File: config.mk
export PLATFORM = sky130hd
export DESIGN_NAME = regfile_bus_master_flat
export DESIGN_NICKNAME = d
export VERILOG_FILES = /design/src/rtl/regfile_bus_master_pkg.sv /design/src/rtl/regfile_bus_master_if.sv /design/src/rtl/regfile_bus_master.sv /design/src/flat_wrapper.sv
export SDC_FILE = /design/constraint.sdc
export NUM_CORES = 1
export LEC_CHECK = 0
export ABC_AREA = 1
export BUFFER_PORTS_ARGS = -buffer_cell sky130_fd_sc_hd__buf_2
export CORE_AREA = 5 5 145 147
export DETAILED_ROUTE_END_ITERATION = 10
export DIE_AREA = 0 0 150 152
export PLACE_DENSITY_LB_ADDON = 0.15
export RECOVER_POWER = 25
export SYNTH_ARGS = -nofsm -noshare
export SYNTH_HDL_FRONTEND = slang
export SYNTH_SLANG_ARGS = --single-unit
File: constraint.sdc
create_clock -name clk -period 2.06 [get_ports clk]
set_input_delay 0.515 -clock clk [delete_from_list [all_inputs] [get_ports clk]]
set_output_delay 0.515 -clock clk [all_outputs]
set_load 0.005 [all_outputs]
File: src/rtl/regfile_bus_master_pkg.sv
// Shared types and helpers for the register-file bus master.
package regfile_bus_pkg;

    typedef enum logic [1:0] {
        IDLE,
        ACCESS,
        WAIT,
        RESP
    } state_t;

    localparam int LANES  = 4;
    localparam int LANE_W = 32;
    localparam int BUS_W  = 128;
    localparam int WE_W   = BUS_W / 8;

    // Byte enables for one 32-bit lane placed within the 128-bit word.
    function automatic logic [WE_W-1:0] lane_we(input logic [3:0] strb, input logic [1:0] lane);
        return {12'h0, strb} << (4 * lane);
    endfunction

endpackage

File: src/rtl/regfile_bus_master_if.sv
// Command/response handshake plus 128-bit memory port; master = the bus master block.
interface regfile_bus_master_if #(
    parameter int ADDR_W = 16
);
    import regfile_bus_pkg::*;

    logic              cmd_valid;
    logic              cmd_ready;
    logic              cmd_write;
    logic [ADDR_W-1:0] cmd_addr;
    logic [LANE_W-1:0] cmd_wdata;
    logic [3:0]        cmd_wstrb;

    logic              rsp_valid;
    logic              rsp_ready;
    logic [LANE_W-1:0] rsp_rdata;
    logic              rsp_err;

    logic [ADDR_W-1:0] mem_addr;
    logic              mem_en;
    logic [WE_W-1:0]   mem_we;
    logic [BUS_W-1:0]  mem_wr_data;
    logic [BUS_W-1:0]  mem_rd_data;

    modport master (
        input  cmd_valid, cmd_write, cmd_addr, cmd_wdata, cmd_wstrb,
        output cmd_ready,
        output rsp_valid, rsp_rdata, rsp_err,
        input  rsp_ready,
        output mem_addr, mem_en, mem_we, mem_wr_data,
        input  mem_rd_data
    );

    modport slave (
        output cmd_valid, cmd_write, cmd_addr, cmd_wdata, cmd_wstrb,
        input  cmd_ready,
        input  rsp_valid, rsp_rdata, rsp_err,
        output rsp_ready,
        input  mem_addr, mem_en, mem_we, mem_wr_data,
        output mem_rd_data
    );

endinterface

File: src/rtl/regfile_bus_master.sv
// Bridges single 32-bit read/write commands onto a 128-bit BRAM-style register-file port.
// Latency after acceptance: error response T+1, write T+2, read T+2+RD_LAT.
// Backpressure: one command in flight; cmd_ready low until the response is taken, response held while rsp_ready low.
module regfile_bus_master
    import regfile_bus_pkg::*;
#(
    parameter int                ADDR_W     = 16,
    parameter int                RD_LAT     = 1,
    parameter logic [ADDR_W-1:0] ADDR_LIMIT = 'h40
) (
    input  logic                  clk,
    input  logic                  rst,
    regfile_bus_master_if.master  bus
);

    state_t     state;
    logic       write_q;
    logic [1:0] lane_q;
    logic [2:0] wait_cnt;

    always_ff @(posedge clk) begin
        if (rst) begin
            state           <= IDLE;
            write_q         <= 1'b0;
            lane_q          <= 2'd0;
            wait_cnt        <= 3'd0;
            bus.cmd_ready   <= 1'b1;
            bus.rsp_valid   <= 1'b0;
            bus.rsp_rdata   <= '0;
            bus.rsp_err     <= 1'b0;
            bus.mem_en      <= 1'b0;
            bus.mem_we      <= '0;
            bus.mem_addr    <= '0;
            bus.mem_wr_data <= '0;
        end else begin
            case (state)
                IDLE: begin
                    if (bus.cmd_valid) begin
                        bus.cmd_ready <= 1'b0;
                        lane_q        <= bus.cmd_addr[3:2];
                        write_q       <= bus.cmd_write;
                        bus.rsp_rdata <= '0;
                        // Out-of-range commands skip the memory entirely.
                        if (bus.cmd_addr >= ADDR_LIMIT) begin
                            bus.rsp_err   <= 1'b1;
                            bus.rsp_valid <= 1'b1;
                            state         <= RESP;
                        end else begin
                            bus.rsp_err     <= 1'b0;
                            bus.mem_en      <= 1'b1;
                            bus.mem_we      <= bus.cmd_write ? lane_we(bus.cmd_wstrb, bus.cmd_addr[3:2]) : '0;
                            bus.mem_addr    <= {bus.cmd_addr[ADDR_W-1:4], 4'h0};
                            bus.mem_wr_data <= {LANES{bus.cmd_wdata}};
                            state           <= ACCESS;
                        end
                    end
                end
                ACCESS: begin
                    bus.mem_en <= 1'b0;
                    bus.mem_we <= '0;
                    if (write_q) begin
                        bus.rsp_valid <= 1'b1;
                        state         <= RESP;
                    end else begin
                        wait_cnt <= 3'(RD_LAT - 1);
                        state    <= WAIT;
                    end
                end
                WAIT: begin
                    // Count reaches zero in the cycle the memory presents read data.
                    if (wait_cnt == 3'd0) begin
                        bus.rsp_rdata <= bus.mem_rd_data[LANE_W*int'(lane_q) +: LANE_W];
                        bus.rsp_valid <= 1'b1;
                        state         <= RESP;
                    end else begin
                        wait_cnt <= wait_cnt - 3'd1;
                    end
                end
                RESP: begin
                    if (bus.rsp_ready) begin
                        bus.rsp_valid <= 1'b0;
                        bus.cmd_ready <= 1'b1;
                        state         <= IDLE;
                    end
                end
                default: begin
                    state <= IDLE;
                end
            endcase
        end
    end

endmodule

File: src/flat_wrapper.sv
// flat-port wrapper written by rule: the top's interface ports become plain ports
module regfile_bus_master_flat import regfile_bus_pkg::*;
#(
    parameter int                ADDR_W     = 16,
    parameter int                RD_LAT     = 1,
    parameter logic [ADDR_W-1:0] ADDR_LIMIT = 'h40
)
  (clk, rst, bus_cmd_valid, bus_cmd_write, bus_cmd_addr, bus_cmd_wdata, bus_cmd_wstrb, bus_cmd_ready, bus_rsp_valid, bus_rsp_rdata, bus_rsp_err, bus_rsp_ready, bus_mem_addr, bus_mem_en, bus_mem_we, bus_mem_wr_data, bus_mem_rd_data);
  regfile_bus_master_if #(.ADDR_W(ADDR_W)) bus_i ();
  input  logic clk;
  input  logic rst;
  input wire logic [$bits(bus_i.cmd_valid)-1:0] bus_cmd_valid;
  input wire logic [$bits(bus_i.cmd_write)-1:0] bus_cmd_write;
  input wire logic [$bits(bus_i.cmd_addr)-1:0] bus_cmd_addr;
  input wire logic [$bits(bus_i.cmd_wdata)-1:0] bus_cmd_wdata;
  input wire logic [$bits(bus_i.cmd_wstrb)-1:0] bus_cmd_wstrb;
  output wire logic [$bits(bus_i.cmd_ready)-1:0] bus_cmd_ready;
  output wire logic [$bits(bus_i.rsp_valid)-1:0] bus_rsp_valid;
  output wire logic [$bits(bus_i.rsp_rdata)-1:0] bus_rsp_rdata;
  output wire logic [$bits(bus_i.rsp_err)-1:0] bus_rsp_err;
  input wire logic [$bits(bus_i.rsp_ready)-1:0] bus_rsp_ready;
  output wire logic [$bits(bus_i.mem_addr)-1:0] bus_mem_addr;
  output wire logic [$bits(bus_i.mem_en)-1:0] bus_mem_en;
  output wire logic [$bits(bus_i.mem_we)-1:0] bus_mem_we;
  output wire logic [$bits(bus_i.mem_wr_data)-1:0] bus_mem_wr_data;
  input wire logic [$bits(bus_i.mem_rd_data)-1:0] bus_mem_rd_data;
  assign bus_i.cmd_valid = bus_cmd_valid;
  assign bus_i.cmd_write = bus_cmd_write;
  assign bus_i.cmd_addr = bus_cmd_addr;
  assign bus_i.cmd_wdata = bus_cmd_wdata;
  assign bus_i.cmd_wstrb = bus_cmd_wstrb;
  assign bus_cmd_ready = bus_i.cmd_ready;
  assign bus_rsp_valid = bus_i.rsp_valid;
  assign bus_rsp_rdata = bus_i.rsp_rdata;
  assign bus_rsp_err = bus_i.rsp_err;
  assign bus_i.rsp_ready = bus_rsp_ready;
  assign bus_mem_addr = bus_i.mem_addr;
  assign bus_mem_en = bus_i.mem_en;
  assign bus_mem_we = bus_i.mem_we;
  assign bus_mem_wr_data = bus_i.mem_wr_data;
  assign bus_i.mem_rd_data = bus_mem_rd_data;
  regfile_bus_master #(.ADDR_W(ADDR_W), .RD_LAT(RD_LAT), .ADDR_LIMIT(ADDR_LIMIT)) u_core (.clk(clk), .rst(rst), .bus(bus_i));
endmodule
After elaboration in Yosys (flattened, before gate mapping)
Index checks and enable logic that the tools add are counted.

Register bits after elaboration: 200.

Add/subtract/negate cells: 1. $lt $le $gt $ge: 1. Equality and inequality tests: 11. Shifts and indexed selects: 2. Mux-type cells: 29. Bitwise operators: 1. Reductions and logical operators: 14.

Operators by type and width (count): 128-bit by 8-bit variable part select with 32-bit output (1); 32-bit 2-to-1 mux (2); 32-bit one-hot mux with 2 select lines (1); 16-bit 2-to-1 mux (3); 16-bit one-hot mux with 2 select lines (1); 3-bit AND reduction (6); 16-bit by 7-bit greater-or-equal comparator with 1-bit output, second input constant (1); 4-bit by 4-bit << shifter with 16-bit output (1); 1-bit 2-to-1 mux (11); 2-bit != test, second input constant (5); 2-bit 2-to-1 mux (4); 2-bit one-hot mux with 4 select lines (1); 2-bit nonzero test (4); 3-bit 2-to-1 mux (2); 2-bit by 1-bit != test with 1-bit output, second input constant (3); 3-bit one-hot mux with 2 select lines (1); 5-bit AND reduction (1); 2-bit == test, second input constant (2); 1-bit one-hot mux with 2 select lines (2); 1-bit one-hot mux with 4 select lines (1); 3-bit logical NOT (1); 3-bit by 1-bit subtractor with 3-bit output, second input constant (1); 2-bit by 1-bit == test with 1-bit output, second input constant (1); 2-bit logical NOT (1); 2 further kinds (2).

Logic depth before layout (Yosys ltp)
Gate-level depths: netlist of the first run.

Depth after elaboration: 5. Gate-level depth with buffers: 9. Gate-level depth less buffers: 9.

Worst setup path after synthesis of the first run
Ideal clock, no wire load.

Path kind: register to register. Start: register u_core.state[0]. End: register u_core.bus.rsp_rdata[0]. Arrival time: 1.508 ns. Setup slack: 0.481 ns. Stages on the path, launching flop included: 9. Path through: dfxtp_1 inv_1 ha_1 nand2_2 o21ai_0 nand2_1 clkbuf_1 nand2_1 a21oi_1.

Longest elaborated chain between the ends: 3. Elaborated cells between the ends (all ways): 7. Classes of those cells: eq/ne: 3; mux: 1; reduce/logical: 3.

Ends and longest elaborated chain: start: declaration (RTL line regfile_bus_master.sv:16) `state_t state;`; start signal: assignment (RTL line regfile_bus_master.sv:23) `state <= IDLE;`; start signal: assignment (RTL line regfile_bus_master.sv:47) `state <= RESP;`; start signal: assignment (RTL line regfile_bus_master.sv:54) `state <= ACCESS;`; 2-bit == test / 2-bit logical NOT (equally long branches) (RTL line regfile_bus_master.sv:36) `case (state)`; 2-bit by 1-bit != test with 1-bit output (no source line) (tied with other cells); 3-bit AND reduction (no source line); end signal: assignment (RTL line regfile_bus_master.sv:72) `bus.rsp_rdata <= bus.mem_rd_data[LANE_W*int'(lane_q) +: LANE_W];`; end: declaration (RTL line regfile_bus_master_if.sv:28) `output rsp_valid, rsp_rdata, rsp_err,`.

Parallel ways exist; a longest one is shown, timed or not. A chain may end at the register's enable or synchronous reset.

Final worst setup path of the first run
Start: register u_core.state[1]. End: register u_core.bus.mem_we[15].

Longest elaborated chain between the ends: 3. Elaborated cells between the ends (all ways): 7. Classes of those cells: eq/ne: 3; mux: 1; reduce/logical: 3.

Ends and longest elaborated chain: 2-bit logical NOT / 2-bit by 1-bit == test with 1-bit output (equally long branches) (RTL line regfile_bus_master.sv:36); 2-bit != test (no source line) / 2-bit nonzero test (equally long branches); 3-bit AND reduction (no source line); end signal: assignment (RTL line regfile_bus_master.sv:51) `bus.mem_we <= bus.cmd_write ? lane_we(bus.cmd_wstrb, bus.cmd_addr[3:2]) : '0;`; end: declaration (RTL line regfile_bus_master_if.sv:30) `output mem_addr, mem_en, mem_we, mem_wr_data,`.

Parallel ways exist; a longest one is shown, timed or not.

==> results of run 1 <==
-- worst reg2reg max path, stage by stage (launching register included) --
cell	delay (ns)
dfxtp_1	0.42
inv_1	0.09
ha_1	0.29
nand2_2	0.20
inv_2	0.09
nand3_4	0.15
buf_4	0.27
nand3_1	0.10
a21oi_1	0.17
-- timing repair --
action | in CTS | in global routing
setup buffers | 0 | 0
gates resized for setup | 0 | 1
endpoints found under the setup margin | 0 | 6
-- how the worst max path moves through the flow --
stage,from,endpoint,slack [ns],cells after the start
after detailed placement,u_core.state[0]$_SDFFE_PP0P_,u_core.bus.mem_we[15]$_SDFFE_PP0P_,0.17,8
final,u_core.state[1]$_SDFFE_PP0P_,u_core.bus.mem_we[15]$_SDFFE_PP0P_,0.20,8
after global placement,u_core.state[0]$_SDFFE_PP0P_,u_core.bus.mem_we[2]$_SDFFE_PP0P_,0.20,8
after CTS,u_core.state[0]$_SDFFE_PP0P_,u_core.bus.mem_we[15]$_SDFFE_PP0P_,0.15,8
after floorplan,u_core.state[0]$_SDFFE_PP0P_,u_core.bus.rsp_rdata[0]$_SDFFE_PP0P_,0.48,8
after global routing,u_core.state[1]$_SDFFE_PP0P_,u_core.bus.mem_we[15]$_SDFFE_PP0P_,0.03,8
-- cells in the mapped netlist, types with 8 or more instances --
| master | number |
|---|---|
| nor2_1 | 124 |
| nand2_1 | 114 |
| dfxtp_1 | 104 |
| buf_4 | 103 |
| a21oi_1 | 57 |
| o21ai_0 | 54 |
| o21ai_1 | 52 |
| nor3_1 | 39 |
| clkbuf_1 | 34 |
| o22ai_1 | 32 |
| inv_1 | 31 |
| nand3_1 | 28 |
| buf_2 | 13 |
| nor4_1 | 8 |
-- power groups by stage --
stage / clock (mW) / sequential, mW / combinational [mW]
global route: 1.74 / 2.34 / 2.73
detailed placement: 0 / 2.36 / 2.48
finish: 1.59 / 2.32 / 2.42
global placement: 0 / 2.36 / 2.48
floorplan: 0 / 2.37 / 1.53
CTS: 1.68 / 2.32 / 2.49
-- per-stage QoR --
step | setup slack [ns] | cell area, um2 | hold slack [ns]
global placement | 0.1951 | 7099 | 0.4232
global route | 0.02754 | 7291 | 0.3789
CTS | 0.1523 | 7362 | 0.3756
floorplan | 0.4812 | 5677 | 0.4305
detailed placement | 0.1741 | 7099 | 0.4223
finish | 0.2015 | 7291 | 0.3930
-- cell families (layout without fill, tap and decap cells) --
family          Yosys count  in the layout
compound gates          198            198
fa+ha+maj                 6              6
buf+inv                 188            437
flops                   104            104
other cells               1              5
simple gates            321            321
-- layer usage --
layer | vias up | global-route usage | routed length, um
li1 | 3108 | - | -
met2 | 216 | 0.3009 | 10390
met4 | 0 | 0.05054 | 451
met5 | - | 0 | 0
met1 | 2780 | 0.2110 | 8534
met3 | 26 | 0.04379 | 1533
-- cell type report --
type,instances,area share
inverter,35,0.01802
multi-input combinational,529,0.3412
timing repair buffer,388,0.2724
clock buffer,11,0.03329
clock inverter,3,0.002746
tap,270,0.04634
antenna,1,0.0003432
sequential,104,0.2857
-- sequential cells by signal (all words and copies together), names as in the netlist --
register	count
u_core.bus.cmd_ready	1
u_core.bus.mem_addr	12
u_core.bus.mem_en	1
u_core.bus.mem_we	16
u_core.bus.mem_wr_data	32
u_core.bus.rsp_err	1
u_core.bus.rsp_rdata	32
u_core.bus.rsp_valid	1
u_core.lane_q	2
u_core.state	2
u_core.wait_cnt	3
u_core.write_q	1
==> results.sh, run 1 <==
export IMPL_dieArea_um2=22800
export IMPL_power_internal_mw=3.934
export IMPL_ys_warn_count=0
export IMPL_grt_util_all_layers=0.1735
export IMPL_fmax_ghz=0.5381
export IMPL_die_w_um=150
export IMPL_initial_utilization=0.2864
export IMPL_p_per_area_nw_per_um2=868.4
export IMPL_p_clk_frac=0.251
export IMPL_synth_area_um2=5665
export IMPL_cts_tree="yes"
export IMPL_path_cells="inv_1 > ha_1 > nand2_2 > inv_2 > nand3_4 > buf_4 > nand3_1 > a21oi_1"
export IMPL_synth_top_cell_area_share=0.3675
export IMPL_ys_dominant_reg_cell="dfxtp_1"
export IMPL_syn_to_final_growth_pct=28.69
export IMPL_synth_cell_types=27
export IMPL_seqPwrFrac=0.366
export IMPL_first_pass_iters=4
export IMPL_synth_fa_ha_area_frac=0.01325
export IMPL_slowest_stage="dfxtp_1"
export IMPL_path_buf_inv=3
export IMPL_wl_per_cell_um=15.59
export IMPL_cts_hold_buf=0
export IMPL_synth_edf_count=0
export IMPL_fillers=2286
export IMPL_synthArstFlopShare=0
export IMPL_synth_mux_area_fraction=0
export IMPL_drt_initial_drc_count=291
export IMPL_gp_routability_congestion=0.8641
export IMPL_synth_top_family_by_area="simple AND/OR/NAND/NOR gates"
export IMPL_pin_count=381
export IMPL_hold_class="in2reg"
export IMPL_root_buffer="clkbuf_16"
export IMPL_finClkSkew_ns=0.007864
export IMPL_synthSimpleGateAreaFrac=0.2383
export IMPL_multi_input_area_um2=2487
export IMPL_seqCellArea_um2=2083
export IMPL_synthCells=818
export IMPL_timing_rr_start="u_core.state[1]$_SDFFE_PP0P_"
export IMPL_final_cell_mix="buf_2 (311), nor2_1 (124), nand2_1 (114)"
export IMPL_grt_max_degree=65
export IMPL_tightest_slew_ns=0.6245
export IMPL_p_leak_nw=3.557
export IMPL_cts_buffer_depth=2
export IMPL_hold_path_end="u_core.bus.mem_wr_data[101]$_SDFFE_PP0P_"
export IMPL_clk_latency_ns=0.34
export IMPL_period_minus_slack_ns=1.859
export IMPL_combPwrFrac=0.383
export IMPL_switching_share=0.3787
export IMPL_r2r_cells=8
export IMPL_finalSetupTns_ns=0
export IMPL_dpl_hpwl_mm=15.81
export IMPL_drc=0
export IMPL_synth_compound_area_share=0.1833
export IMPL_grt_pass1_vias=5742
export IMPL_crit_required_ns=2.33
export IMPL_ys_seq_area_frac=0.3675
export IMPL_final_common_cell="buf_2"
export IMPL_nNetsFinal=1258
export IMPL_avgSynthCellArea_um2=6.926
export IMPL_path_class="reg2reg"
export IMPL_critPathCaptureType="flip-flop"
export IMPL_startpoint_type="flip-flop"
export IMPL_antenna_left=0
export IMPL_max_cap_viol_count=0
export IMPL_grt_pass1_wl_mm=31.93
export IMPL_cp_max_fo=19
export IMPL_slew_headroom=0.5837
export IMPL_antenna_found_initial=1
export IMPL_yosysTopAreaCell="dfxtp_1"
export IMPL_ir_drop_mv=0.4679
export IMPL_core_region_area_um2=19780
export IMPL_setup_viol_count_final=0
export IMPL_reg2reg_slack_ns=0.20
export IMPL_ys_ff_latch=104
export IMPL_fin_util=0.3686
export IMPL_layout_cells_non_filler=1341
export IMPL_hold_viol=0
export IMPL_timing_critical_path_slowest_cell_delay_ns=0.42
export IMPL_yosys_top_cells_area="dfxtp_1 (37%), buf_4 (14%), nor2_1 (8.2%), nand2_1 (7.6%), a21oi_1 (5.0%)"
export IMPL_dp_cells=1326
export IMPL_whs_path_depth=3
export IMPL_vias=6130
export IMPL_status="completed"
export IMPL_cp_data_arrival_time_ns=2.13
export IMPL_critPathTopFamily="buffers and inverters"
export IMPL_holdCritStartpoint="bus_cmd_wdata[5]"
export IMPL_clk_pin_slew_ns=0.07
export IMPL_synth_xor_area_share=0
export IMPL_cts_sinks=104
export IMPL_die_h_um=152
export IMPL_rsz0062_at_grt="no"
export IMPL_cts_buffers=9
export IMPL_final_max_slew_violation_count=0
export IMPL_placement_io_buffers=374
export IMPL_totalWireLength_mm=20.91
export IMPL_reg2reg_to="u_core.bus.mem_we[15]$_SDFFE_PP0P_"
export IMPL_p_sw_mw=2.398
export IMPL_period_share=0.9022
export IMPL_grt_ovfl_total=0
export IMPL_drive_above_1_share=0.3271
export IMPL_fp_row_count=52
export IMPL_h_tree_depth=3
export IMPL_design_power_total_mw=6.331
export IMPL_via_per_inst=4.571
(Power assumes the default switching activity.)
==> run 2: changes to the inputs <==
--- a/config.mk
+++ b/config.mk
@@ -7,9 +7,11 @@
 export LEC_CHECK = 0
 export ABC_AREA = 1
 export BUFFER_PORTS_ARGS = -buffer_cell sky130_fd_sc_hd__buf_2
-export CORE_AREA = 5 5 145 147
+export CELL_PAD_IN_SITES_DETAIL_PLACEMENT = 0
+export CELL_PAD_IN_SITES_GLOBAL_PLACEMENT = 1
+export CORE_MARGIN = 5
+export CORE_UTILIZATION = 28
 export DETAILED_ROUTE_END_ITERATION = 10
-export DIE_AREA = 0 0 150 152
 export PLACE_DENSITY_LB_ADDON = 0.15
 export RECOVER_POWER = 25
 export SYNTH_ARGS = -nofsm -noshare
==> constraint.sdc (replaced) <==
create_clock -name clk -period 1.8 [get_ports clk]
set_input_delay 0.45 -clock clk [delete_from_list [all_inputs] [get_ports clk]]
set_output_delay 0.45 -clock clk [all_outputs]
set_load 0.005 [all_outputs]
==> run 2 against run 1 <==
Sequential share of layout area down 0.45 points. Sequential power up 14%. Global-route usage up 0.22 points. Clock skew down 0.0016 ns. Via count down 0.62%. Worst setup slack worse by 0.046 ns. Core utilization about the same. Cell count up 0.82%. Critical path type unchanged. Critical path depth unchanged. Maximum frequency up 13%.
==> results.sh, run 2 (same netlist as run 1, synthesis figures left out) <==
export IMPL_status="completed"
export IMPL_reg_top3="u_core.bus.mem_wr_data x32, u_core.bus.rsp_rdata x32, u_core.bus.mem_we x16"
export IMPL_cts_sinks=104
export IMPL_cts_buffer_depth=2
export IMPL_syn_to_final_growth_pct=30.76
export IMPL_fmax_ghz=0.6082
export IMPL_path_buf_inv=2
export IMPL_reg2reg_slack_ns=0.16
export IMPL_cp_max_fo=16
export IMPL_grt_util_all_layers=0.1757
export IMPL_antenna_left=0
export IMPL_wl_per_cell_um=15.79
export IMPL_max_cap_viol_count=0
export IMPL_root_buffer="clkbuf_16"
export IMPL_initial_utilization=0.2818
export IMPL_finalSetupTns_ns=0
export IMPL_cts_hold_buf=0
export IMPL_holdCritStartpoint="bus_cmd_wdata[26]"
export IMPL_ctsResizeCount=0
export IMPL_drt_initial_drc_count=240
export IMPL_core_region_area_um2=20100
export IMPL_hold_viol=0
export IMPL_cp_data_arrival_time_ns=1.92
export IMPL_dpl_hpwl_mm=16.60
export IMPL_die_h_um=152.2
export IMPL_pin_count=381
export IMPL_finClkSkew_ns=0.006260
export IMPL_path_class="reg2reg"
export IMPL_final_max_slew_violation_count=0
export IMPL_placement_io_buffers=374
export IMPL_setup_viol_count_final=0
export IMPL_via_per_inst=4.506
export IMPL_cts_tree="yes"
export IMPL_clk_latency_ns=0.34
export IMPL_grt_pass1_wl_mm=33.15
export IMPL_clk_pin_slew_ns=0.07
export IMPL_cts_setup_buffers=0
export IMPL_p_per_area_nw_per_um2=1017
export IMPL_cp_startpoint="u_core.state[0]$_SDFFE_PP0P_"
export IMPL_pre_cts_slack_ns=0.1342
export IMPL_final_cell_mix="buf_2 (315), nor2_1 (124), nand2_1 (114)"
export IMPL_tightest_slew_ns=0.5859
export IMPL_gp_routability_congestion=0.8415
export IMPL_p_leak_nw=3.647
export IMPL_drc=0
export IMPL_drive_above_1_share=0.3383
export IMPL_hold_class="in2reg"
export IMPL_h_tree_depth=3
export IMPL_ir_drop_mv=0.5535
export IMPL_timing_rr_start="u_core.state[0]$_SDFFE_PP0P_"
export IMPL_fin_ws_ns=0.1558
export IMPL_rsz0062_at_grt="no"
export IMPL_diodes=0
export IMPL_vias=6092
export IMPL_fillers=2238
export IMPL_grt_max_degree=65
export IMPL_critPathCaptureType="flip-flop"
export IMPL_fp_row_count=52
export IMPL_startpoint_type="flip-flop"
export IMPL_first_pass_iters=4
export IMPL_slew_headroom=0.6094
export IMPL_crit_required_ns=2.08
export IMPL_path_cells="inv_1 > ha_1 > nand2_2 > inv_2 > nand3_4 > nand2_2 > nand2_1 > a21oi_1"
export IMPL_grt_ovfl_total=0
export IMPL_period_share=0.9134
export IMPL_period_minus_slack_ns=1.644
export IMPL_totalWireLength_mm=21.35
export IMPL_critPathMostFrequentCell="nand2_2"
export IMPL_final_common_cell="buf_2"
export IMPL_dieArea_um2=23180
export IMPL_nNetsFinal=1268
export IMPL_cts_buffers=9
export IMPL_critPathTopFamily="simple AND/OR/NAND/NOR gates"
export IMPL_timing_critical_path_slowest_cell_delay_ns=0.34
export IMPL_antenna_found_initial=0
export IMPL_grt_pass1_vias=5914
export IMPL_slowest_stage="ha_1"
export IMPL_die_w_um=152.2
-- run 2: metrics by stage --
step | instances | hold slack [ns] | cell area, um2 | total power [mW] | utilization
2_1_floorplan | 821 | 0.4305 | 5677 | 4.462 | -
3_3_place_gp | 1336 | 0.4230 | 7174 | 5.658 | 0.3569
3_5_place_dp | 1336 | 0.4307 | 7174 | 5.639 | 0.3569
4_1_cts | 1352 | 0.3192 | 7482 | 7.726 | 0.3722
5_1_grt | 1352 | 0.3251 | 7408 | 8.131 | 0.3685
6_report | 1352 | 0.3324 | 7408 | 7.536 | 0.3685
-- run 2: power by group --
| part | total (mW) | switching (mW) | internal [mW] | leakage, nW |
|---|---|---|---|---|
| Sequential | 2.64 | 0.110 | 2.53 | 0.842 |
| Combinational | 2.86 | 1.80 | 1.06 | 2.66 |
| Clock | 2.03 | 0.870 | 1.16 | 0.149 |
-- run 2: area by class of cell --
class                           count  area [um2]  area share
Tap cell                          270       337.8     0.04560
Multi-Input combinational cell    529        2482      0.3351
Sequential cell                   104        2083      0.2812
Inverter                           35       131.4     0.01773
Clock buffer                       12       256.5     0.03462
Timing Repair Buffer              398        2066      0.2788
Clock inverter                      4       51.30    0.006925
-- run 2: routing by layer --
layer  share of wire  vias to the layer above  routed length [um]  track usage
met5               0                        -                   0            0
met4           0.016                        0                 351      0.04281
met3           0.071                       21                1526      0.05567
met2            0.51                      209               10920       0.3169
met1            0.40                     2732                8549       0.2020
li1                -                     3130                   -            -
-- run 2: worst reg2reg max path, stage by stage (launching register included) --
cell	delay, ns
dfxtp_1	0.31
inv_1	0.10
ha_1	0.34
nand2_2	0.12
inv_2	0.11
nand3_4	0.12
nand2_2	0.25
nand2_1	0.11
a21oi_1	0.13
-- run 2: worst paths after layout --
| path | cells after the start | end |
|---|---|---|
| worst max-delay path | 8 | u_core.bus.mem_we[14]$_SDFFE_PP0P_ |
| worst min-delay path | 3 | u_core.bus.mem_wr_data[122]$_SDFFE_PP0P_ |
| worst max register to register | 8 | u_core.bus.mem_we[14]$_SDFFE_PP0P_ |
| worst min register to register | 2 | u_core.bus.mem_addr[8]$_SDFFE_PP0P_ |
==> run 3: changes to the inputs <==
--- a/config.mk
+++ b/config.mk
@@ -14,6 +14,7 @@
 export DETAILED_ROUTE_END_ITERATION = 10
 export PLACE_DENSITY_LB_ADDON = 0.15
 export RECOVER_POWER = 25
+export REMOVE_ABC_BUFFERS = 1
 export SYNTH_ARGS = -nofsm -noshare
 export SYNTH_HDL_FRONTEND = slang
 export SYNTH_SLANG_ARGS = --single-unit
==> run 3 against run 2 <==
Cell area about the same. Clock power shrank 8%. Via count is 2.0% higher. Sequential cell count unchanged. Non-clock buffer count down 1. Global-route usage barely moved. Critical endpoint is now u_core.bus.mem_wr_data[117]$_SDFFE_PP0P_. Highest routed layer unchanged.
==> results.sh, run 3 (same netlist as run 1, synthesis figures left out) <==
export IMPL_status="completed"
export IMPL_cts_buffer_depth=2
export IMPL_h_tree_depth=3
export IMPL_reg2reg_slack_ns=0.23
export IMPL_dpl_hpwl_mm=16.06
export IMPL_holdCritStartpoint="bus_cmd_wdata[26]"
export IMPL_hold_path_end="u_core.bus.mem_wr_data[122]$_SDFFE_PP0P_"
export IMPL_dpl_cell_area_um2=7124
export IMPL_reg_top3="u_core.bus.mem_wr_data x32, u_core.bus.rsp_rdata x32, u_core.bus.mem_we x16"
export IMPL_final_cell_mix="buf_2 (320), nor2_1 (124), nand2_1 (114)"
export IMPL_via_per_inst=4.604
export IMPL_dieArea_um2=23180
export IMPL_combPwrFrac=0.387
export IMPL_first_pass_iters=4
export IMPL_setup_viol_count_final=0
export IMPL_period_share=0.8722
export IMPL_final_common_cell="buf_2"
export IMPL_clk_pin_slew_ns=0.07
export IMPL_cp_max_fo=7
export IMPL_cts_sinks=104
export IMPL_whs_path_depth=3
export IMPL_drt_initial_drc_count=284
export IMPL_period_minus_slack_ns=1.570
export IMPL_p_per_area_nw_per_um2=995.4
export IMPL_p_clk_frac=0.254
export IMPL_hold_class="in2reg"
export IMPL_grt_pass1_wl_mm=33.31
export IMPL_tightest_slew_ns=0.6113
export IMPL_fp_row_count=52
export IMPL_max_cap_viol_count=0
export IMPL_cts_tree="yes"
export IMPL_core_region_area_um2=20100
export IMPL_nNetsFinal=1267
export IMPL_fin_area_um2=7403
export IMPL_switching_share=0.3778
export IMPL_antenna_left=0
export IMPL_path_class="reg2reg"
export IMPL_drc=0
export IMPL_startpoint_type="flip-flop"
export IMPL_cts_buffers=9
export IMPL_grt_max_degree=53
export IMPL_clk_latency_ns=0.34
export IMPL_initial_utilization=0.2818
export IMPL_pin_count=381
export IMPL_power_internal_mw=4.585
export IMPL_drive_above_1_share=0.3454
export IMPL_die_h_um=152.2
export IMPL_reg2reg_to="u_core.bus.mem_wr_data[117]$_SDFFE_PP0P_"
export IMPL_gp_routability_congestion=0.8607
export IMPL_diodes=0
export IMPL_die_w_um=152.2
export IMPL_antenna_found_initial=0
export IMPL_final_max_slew_violation_count=0
export IMPL_r2r_cells=9
export IMPL_vias=6215
export IMPL_grt_util_all_layers=0.1758
export IMPL_root_buffer="clkbuf_16"
export IMPL_wl_per_cell_um=16.06
export IMPL_ir_drop_mv=0.5770
export IMPL_totalWireLength_mm=21.69
export IMPL_grt_ovfl_total=0
export IMPL_crit_required_ns=2.03
export IMPL_rsz0062_at_grt="no"
export IMPL_hold_viol=0
export IMPL_finClkSkew_ns=0.009717
export IMPL_slew_headroom=0.5924
export IMPL_critPathCaptureType="flip-flop"
export IMPL_fmax_ghz=0.6370
export IMPL_p_sw_mw=2.784
export IMPL_grt_pass1_vias=5996
export IMPL_p_leak_nw=3.646
export IMPL_design_power_total_mw=7.369
export IMPL_placement_io_buffers=374
export IMPL_cp_data_arrival_time_ns=1.80
export IMPL_timing_rr_start="u_core.state[0]$_SDFFE_PP0P_"
export IMPL_syn_to_final_growth_pct=30.68
export IMPL_seqPwrFrac=0.359
run 3: power groups by stage:
stage | combinational (mW) | clock (mW) | sequential [mW]
2_1_floorplan | 1.51 | 0 | 2.79
3_3_place_gp | 2.89 | 0 | 2.68
3_5_place_dp | 2.89 | 0 | 2.69
4_1_cts | 2.90 | 1.97 | 2.64
5_1_grt | 3.24 | 2.03 | 2.67
6_report | 2.85 | 1.87 | 2.64
run 3: area by class of cell:
cell class / instances / area (um2)
sequential: 104 / 2083
multi-input combinational: 529 / 2506
timing repair buffer: 397 / 2073
inverter: 35 / 131.4
tap: 270 / 337.8
clock buffer: 11 / 242.7
clock inverter: 4 / 28.78
fill: 2248 / 12700
run 3: worst max-delay path by stage:
stage                                             start                                        to  slack (ns)  depth (start not counted)
after global routing       u_core.state[0]$_SDFFE_PP0P_     u_core.bus.rsp_rdata[21]$_SDFFE_PP0P_        0.04                          8
after global placement     u_core.state[0]$_SDFFE_PP0P_        u_core.bus.mem_we[15]$_SDFFE_PP0P_        0.04                          8
after CTS                  u_core.state[0]$_SDFFE_PP0P_        u_core.bus.mem_we[15]$_SDFFE_PP0P_      0.0006                          8
after floorplan           u_core.lane_q[0]$_SDFFE_PP0P_     u_core.bus.rsp_rdata[10]$_SDFFE_PP0P_       -0.64                          5
after detailed placement   u_core.state[0]$_SDFFE_PP0P_        u_core.bus.mem_we[15]$_SDFFE_PP0P_        0.02                          8
final                      u_core.state[0]$_SDFFE_PP0P_  u_core.bus.mem_wr_data[117]$_SDFFE_PP0P_        0.23                          9
run 3: per-stage QoR:
stage / TNS [ns] / std cells / hold slack, ns / worst slack [ns] / utilization
floorplan: -25.94 / 668 / 0.4306 / -0.6447 / -
global placement: 0 / 1331 / 0.4235 / 0.03578 / 0.3544
detailed placement: 0 / 1331 / 0.4294 / 0.02099 / 0.3544
CTS: 0 / 1346 / 0.3136 / 0.0006219 / 0.3679
global route: 0 / 1350 / 0.3281 / 0.04333 / 0.3682
finish: 0 / 1350 / 0.3313 / 0.2300 / 0.3682
run 3: critical path: stages (launching register included):
cell	delay, ns
dfxtp_1	0.34
inv_2	0.10
ha_4	0.17
inv_2	0.05
nor3_2	0.12
nand2_2	0.13
buf_4	0.17
buf_4	0.15
nor3_1	0.16
nor2_1	0.07
run 3: metal layers:
| layer | wire length, um | track usage | up-vias |
|---|---|---|---|
| met1 | 9104 | 0.2170 | 2818 |
| met3 | 1481 | 0.03607 | 21 |
| met4 | 397 | 0.05394 | 0 |
| li1 | - | - | 3119 |
| met5 | 0 | 0 | - |
| met2 | 10700 | 0.3080 | 257 |
run 3: what timing repair did:
| action | in CTS | in global routing |
|---|---|---|
| resized for setup | 0 | 7 |
| endpoints found under the setup margin | 0 | 90 |
| hold buffers | 0 | 0 |
| endpoints found under the hold margin | 0 | 0 |
| setup buffers | 0 | 3 |
